===== config.mk =====
export PLATFORM = sky130hd
export DESIGN_NAME = hazard_unit
export DESIGN_NICKNAME = d
export VERILOG_FILES = /design/src/rtl/hazard_pkg.sv /design/src/rtl/hazard_stage_rec.sv /design/src/rtl/hazard_unit.sv
export SDC_FILE = /design/constraint.sdc
export NUM_CORES = 1
export LEC_CHECK = 0
export CAP_MARGIN = 20
export CORE_ASPECT_RATIO = 1.25
export CORE_MARGIN = 10
export CORE_UTILIZATION = 60
export DETAILED_ROUTE_END_ITERATION = 16
export DONT_BUFFER_PORTS = 1
export MAX_ROUTING_LAYER = met4
export PLACE_DENSITY = 0.76
export RECOVER_POWER = 100
export SETUP_SLACK_MARGIN = 0.3
export SYNTH_ARGS = -nofsm -noshare
export SYNTH_HDL_FRONTEND = slang
export SYNTH_HIERARCHICAL = 1
export SYNTH_SLANG_ARGS = --single-unit

===== constraint.sdc =====
create_clock -name clk -period 5.7 [get_ports clk]
set_input_delay 1.71 -clock clk [delete_from_list [all_inputs] [get_ports clk]]
set_output_delay 1.71 -clock clk [all_outputs]
set_load 0.01 [all_outputs]

===== src/rtl/hazard_pkg.sv =====
// Shared types for the F/D/E/M/W hazard/forwarding controller:
// operand-forward select encoding, the per-stage tracking record and the
// register-match helper used by every hazard check.
package hazard_pkg;

  // Default register-address width (32 GPRs). The tracking record is sized
  // by this value, so a wider register file needs this constant widened too.
  localparam int RA_W_DEF = 5;

  typedef logic [RA_W_DEF-1:0] regAddr_t;

  // Operand source selected in front of the E-stage ALU
  typedef enum logic [1:0] {
    FWD_RF = 2'b00,  // value read from the register file
    FWD_W  = 2'b01,  // ResultW
    FWD_M  = 2'b10   // ALU result held in M
  } fwd_sel_t;

  // What the hazard logic needs to remember about one in-flight instruction.
  // The valid bit is the first (most significant) field so that storage can
  // split it from the payload.
  typedef struct packed {
    logic     v;
    regAddr_t rd;
    logic     regwr;
    logic     load;
    logic     mem;
    regAddr_t rs1;
    regAddr_t rs2;
    logic     use1;
    logic     use2;
  } stage_rec_t;

  localparam int REC_W = $bits(stage_rec_t);

  // True when the recorded instruction will write register r. With a
  // hardwired x0, writes to register 0 never count as a producer.
  function automatic logic recMatch(stage_rec_t s, regAddr_t r, logic zeroHw);
    return s.v && s.regwr && (s.rd == r) && !(zeroHw && (r == '0));
  endfunction

endpackage


===== src/rtl/hazard_stage_rec.sv =====
// One tracking register (E, M or W copy of an instruction's hazard record).
// Only the valid bit is reset; the payload is meaningless while v=0 and is
// zeroed on a flush so that a bubble never selects a forwarding path.
module hazard_stage_rec
  import hazard_pkg::*;
(
  input  logic             clk,
  input  logic             reset,
  input  logic             en,
  input  logic             clr,
  input  logic [REC_W-1:0] recIn,
  output logic [REC_W-1:0] recOut
);

  logic             vQ;
  logic [REC_W-2:0] fieldsQ;

  // Valid bit: cleared asynchronously by reset, dropped on a flush
  always_ff @(posedge clk or negedge reset) begin
    if (!reset) begin
      vQ <= 1'b0;
    end else if (en) begin
      vQ <= clr ? 1'b0 : recIn[REC_W-1];
    end
  end

  // Payload: follows the previous stage, zeroed when a bubble is inserted
  always_ff @(posedge clk) begin
    if (en) begin
      fieldsQ <= clr ? '0 : recIn[REC_W-2:0];
    end
  end

  assign recOut = {vQ, fieldsQ};

endmodule


===== src/rtl/hazard_unit.sv =====
// Hazard/forwarding controller for the 5-stage F/D/E/M/W datapath.
// Keeps E/M/W tracking records of in-flight destinations and derives,
// combinationally and with no added latency, operand forwarding selects,
// load-use stalls, taken-branch flushes and data-memory freezes, plus
// saturating stall and flush event counters.
// Priority: memory stall > taken-branch flush > load-use bubble.
module hazard_unit
  import hazard_pkg::*;
#(
  parameter int RA_W    = RA_W_DEF,
  parameter bit ZERO_HW = 1'b1,
  parameter bit RF_BYP  = 1'b0,
  parameter int CNT_W   = 16
) (
  input  logic             clk,
  input  logic             reset,
  input  logic             d_valid,
  input  logic [RA_W-1:0]  d_rs1,
  input  logic [RA_W-1:0]  d_rs2,
  input  logic             d_use1,
  input  logic             d_use2,
  input  logic [RA_W-1:0]  d_rd,
  input  logic             d_regwr,
  input  logic             d_load,
  input  logic             d_mem,
  input  logic             br_taken_m,
  input  logic             mem_ready,
  output logic             stall_f,
  output logic             stall_d,
  output logic             stall_e,
  output logic             stall_m,
  output logic             flush_d,
  output logic             flush_e,
  output logic             flush_m,
  output logic             flush_w,
  output logic [1:0]       fwd_a_e,
  output logic [1:0]       fwd_b_e,
  output logic             fwd_a_d,
  output logic             fwd_b_d,
  output logic [CNT_W-1:0] stall_cnt,
  output logic [CNT_W-1:0] flush_cnt
);

  // Increment that sticks at all-ones instead of wrapping
  function automatic logic [CNT_W-1:0] satInc(logic [CNT_W-1:0] c);
    return (&c) ? c : c + CNT_W'(1);
  endfunction

  // M result wins over W result; otherwise read the register file
  function automatic fwd_sel_t fwdPick(logic fromM, logic fromW);
    if (fromM) return FWD_M;
    if (fromW) return FWD_W;
    return FWD_RF;
  endfunction

  stage_rec_t       recD;
  stage_rec_t       recE;
  stage_rec_t       recM;
  stage_rec_t       recW;
  logic [REC_W-1:0] recEVec;
  logic [REC_W-1:0] recMVec;
  logic [REC_W-1:0] recWVec;

  logic memStall;
  logic brFlush;
  logic loadUse;
  logic useHitE;
  logic unusedRecBits;

  // Build the record image of the instruction currently in D
  always_comb begin
    recD       = '0;
    recD.v     = d_valid;
    recD.rd    = regAddr_t'(d_rd);
    recD.regwr = d_regwr;
    recD.load  = d_load;
    recD.mem   = d_mem;
    recD.rs1   = regAddr_t'(d_rs1);
    recD.rs2   = regAddr_t'(d_rs2);
    recD.use1  = d_use1;
    recD.use2  = d_use2;
  end

  // E and M freeze while memory stalls; a flush turns them into bubbles.
  // W always advances, but takes a bubble during a memory stall so the
  // held M instruction is not written back twice.
  hazard_stage_rec uRecE (
    .clk    (clk),
    .reset  (reset),
    .en     (~memStall),
    .clr    (flush_e),
    .recIn  (recD),
    .recOut (recEVec)
  );

  hazard_stage_rec uRecM (
    .clk    (clk),
    .reset  (reset),
    .en     (~memStall),
    .clr    (flush_m),
    .recIn  (recE),
    .recOut (recMVec)
  );

  hazard_stage_rec uRecW (
    .clk    (clk),
    .reset  (reset),
    .en     (1'b1),
    .clr    (memStall),
    .recIn  (recM),
    .recOut (recWVec)
  );

  assign recE = stage_rec_t'(recEVec);
  assign recM = stage_rec_t'(recMVec);
  assign recW = stage_rec_t'(recWVec);

  // Every record field is kept for debug visibility even where no check reads it
  assign unusedRecBits = ^{recEVec, recMVec, recWVec};

  // Classify this cycle's hazard; higher-priority events mask lower ones
  always_comb begin
    memStall = recM.v & recM.mem & ~mem_ready;
    brFlush  = br_taken_m & recM.v & ~memStall;
    useHitE  = (recMatch(recE, recD.rs1, ZERO_HW) & d_use1) |
               (recMatch(recE, recD.rs2, ZERO_HW) & d_use2);
    loadUse  = d_valid & recE.v & recE.load & useHitE & ~memStall & ~brFlush;
  end

  // Stall/flush controls for the pipeline registers
  always_comb begin
    stall_f = memStall | loadUse;
    stall_d = memStall | loadUse;
    stall_e = memStall;
    stall_m = memStall;
    flush_d = brFlush;
    flush_e = brFlush | loadUse;
    flush_m = brFlush;
    flush_w = memStall;
  end

  // Operand forwarding: E operands from M or W, D operands from W
  always_comb begin
    fwd_a_e = fwdPick(recMatch(recM, recE.rs1, ZERO_HW) & recE.use1,
                      recMatch(recW, recE.rs1, ZERO_HW));
    fwd_b_e = fwdPick(recMatch(recM, recE.rs2, ZERO_HW) & recE.use2,
                      recMatch(recW, recE.rs2, ZERO_HW));
    fwd_a_d = 1'b0;
    fwd_b_d = 1'b0;
    if (!RF_BYP) begin
      fwd_a_d = recMatch(recW, recD.rs1, ZERO_HW) & d_use1;
      fwd_b_d = recMatch(recW, recD.rs2, ZERO_HW) & d_use2;
    end
  end

  // Saturating event counters: cycles spent stalling F, taken-branch flushes
  always_ff @(posedge clk or negedge reset) begin
    if (!reset) begin
      stall_cnt <= '0;
      flush_cnt <= '0;
    end else begin
      if (stall_f) stall_cnt <= satInc(stall_cnt);
      if (brFlush) flush_cnt <= satInc(flush_cnt);
    end
  end

endmodule


==> out/summary.txt <==
status - finished, final reports clean
CTS Buf Count - 9
clk root buf - clkbuf_8
Pwr per Cell Area - 364.8 nW/um^2
f_max - 0.2105 GHz
chip height - 106.7 um
vias in the first global route - 2,217
RD Place Congestion - 0.8306
Hold Crit Start - uRecE/fieldsQ[12]$_SDFFCE_PP0P_
IO Pins - 71
Layout Nets - 325
total grt overflow - 0
initial antenna violation count - 2
clock-pin slew of the registers on the worst-case setup and hold paths - 0.07 ns
Ys Warns - 6
largest net degree at the start of global routing - 36
Layout Skew - 0.005445 ns
post-CTS setup buffer count - 0
synthesis-to-finish area growth - 4.471%
final hold vios - 0
Mapped Area - 3610 um^2
worst min-delay path class - reg -> reg
Die Span X - 89.38 um
Setup violations, final - 0
via count - 2,123
required time at the worst-slack endpoint - 3.99 ns
fill count - 461
Layout Utilization - 0.6482
clk_lat worst skew - 0.34 ns
gr usage total - 0.1701
IO buf count - 0
Post-CTS Resized - 0
Sequential Area - 1867 um^2
CTS H-tree depth - 3
max_slew headroom - 0.03587
max-slew violation count - 0
Worst Max-Slew Pin Slew - 1.446 ns
Vias per Instance - 5.722
Die ar. - 9538 um^2
Detailed Routing Iterations Pass 1 - 6
layout cells sized above 1 - 0.2013
DRC viols - 0
Post-Syn Instances - 294
Critical Path Start - mem_ready
CP endpoint kind - output port
crit start category - primary input
Routed Antenna Nets - 0
Final TNS setup - 0 ns
fin crit share - 0.8335
Initial DRC Count - 88
first-pass GRT wire length - 11,900 um
RR Startpoint - uRecE/fieldsQ[18]$_SDFFCE_PP0P_
leak pwr - 0.001482 uW
initial core utilization - 0.6204
clk buf depth - 2
RSZ-0062 raised after global routing - no
footprint of the multi-input gates - 1568 um^2
CTS tree - yes
drt wl/cell - 20.05 um
Hold Slack - 0.5560 ns
placed wire-length estimate - 5622 um
row cnt - 31
CP arrival - 3.04 ns
max-capacitance violation count - 0
syn avg cell area - 12.28 um^2
cts hold-fix bufs - 0
Clock Sinks - 68
maximum vdd drop - 0.2146 mV
Setup CP Type - in -> out
core area - 5818 um^2
Crit Path Max Fanout - 11
fin crit period - 4.751 ns
DRT Wirelength - 7440 um
critical path, cell delays in order:
cell and delay (ns):
and2b_2 0.20, nor2_1 0.09, clkbuf_1 0.68, inv_1 0.15, o31ai_1 0.21
path summary, 6_finish.rpt:
check                           slack, ns                              end  depth (start not counted)
min in group asynchronous            1.06         flush_cnt[4]$_DFFE_PN0P_                          0
worst min-delay path                 0.56  uRecM/fieldsQ[12]$_SDFFCE_PP0P_                          1
worst min register to register       0.56  uRecM/fieldsQ[12]$_SDFFCE_PP0P_                          1
max in group asynchronous            4.55         stall_cnt[4]$_DFFE_PN0P_                          0
worst max register to register       2.36             uRecE/vQ$_DFFE_PN0P_                          8
worst max-delay path                 0.95                          flush_e                          5
sequential cells by signal, summed over array words and instances (netlist names):
| register | cells |
|---|---|
| uRecM/vQ | 1 |
| uRecW/vQ | 1 |
| uRecM/fieldsQ | 7 |
| stall_cnt | 16 |
| uRecE/fieldsQ | 20 |
| uRecW/fieldsQ | 6 |
| flush_cnt | 16 |
| uRecE/vQ | 1 |
report_power, final:
part	internal (uW)	switching [uW]	leakage (uW)	total, uW
clock	244	181	0.000101	425
combinational	119	102	0.000558	221
sequential	614	116	0.000823	730
total	977	399	0.00148	1380
cell usage in the layout, fill, tap and decap left out, types with 3 or more instances in the layout:
cell and count:
xnor2_1 59, dfrtp_1 35, nor2b_2 33, edfxtp_1 33, nand2_1 18, nand4_1 16
xor2_1 11, clkbuf_8 9, and3_1 8, conb_1 8, nor2_1 7, nand3_1 7
or4_1 6, inv_1 5, o21ai_0 4, and4_1 4, clkbuf_1 4, nor4_1 3
nand3b_1 3
area by class of cell:
cell class	count	share of cell area
multi-input combinational	210	0.4157
tap	66	0.02190
inverter	5	0.004977
clock inverter	7	0.02422
timing repair buffer	4	0.003981
clock buffer	9	0.03285
sequential	68	0.4950
antenna	2	0.001327
stage by stage:
| stage | std cells | setup slack (ns) | power (uW) | cell area, um^2 |
|---|---|---|---|---|
| 2_1_floorplan | 301 | 0.3208 | 922.1 | 3636 |
| 3_3_place_gp | 353 | 1.091 | 958.7 | 3612 |
| 3_5_place_dp | 353 | 1.065 | 972.7 | 3612 |
| 4_1_cts | 369 | 1.049 | 1399 | 3827 |
| 5_1_grt | 371 | 0.7983 | 1453 | 3771 |
| 6_report | 371 | 0.9489 | 1376 | 3771 |
per-layer routing:
layer / part of all wire / GRT usage / wire length (um)
met3: 0.089 / 0.06742 / 660
met5: 0 / - / 0
met2: 0.54 / 0.2824 / 3997
met1: 0.36 / 0.1758 / 2682
met4: 0.013 / 0.06492 / 100
(Power assumes the default switching activity.)
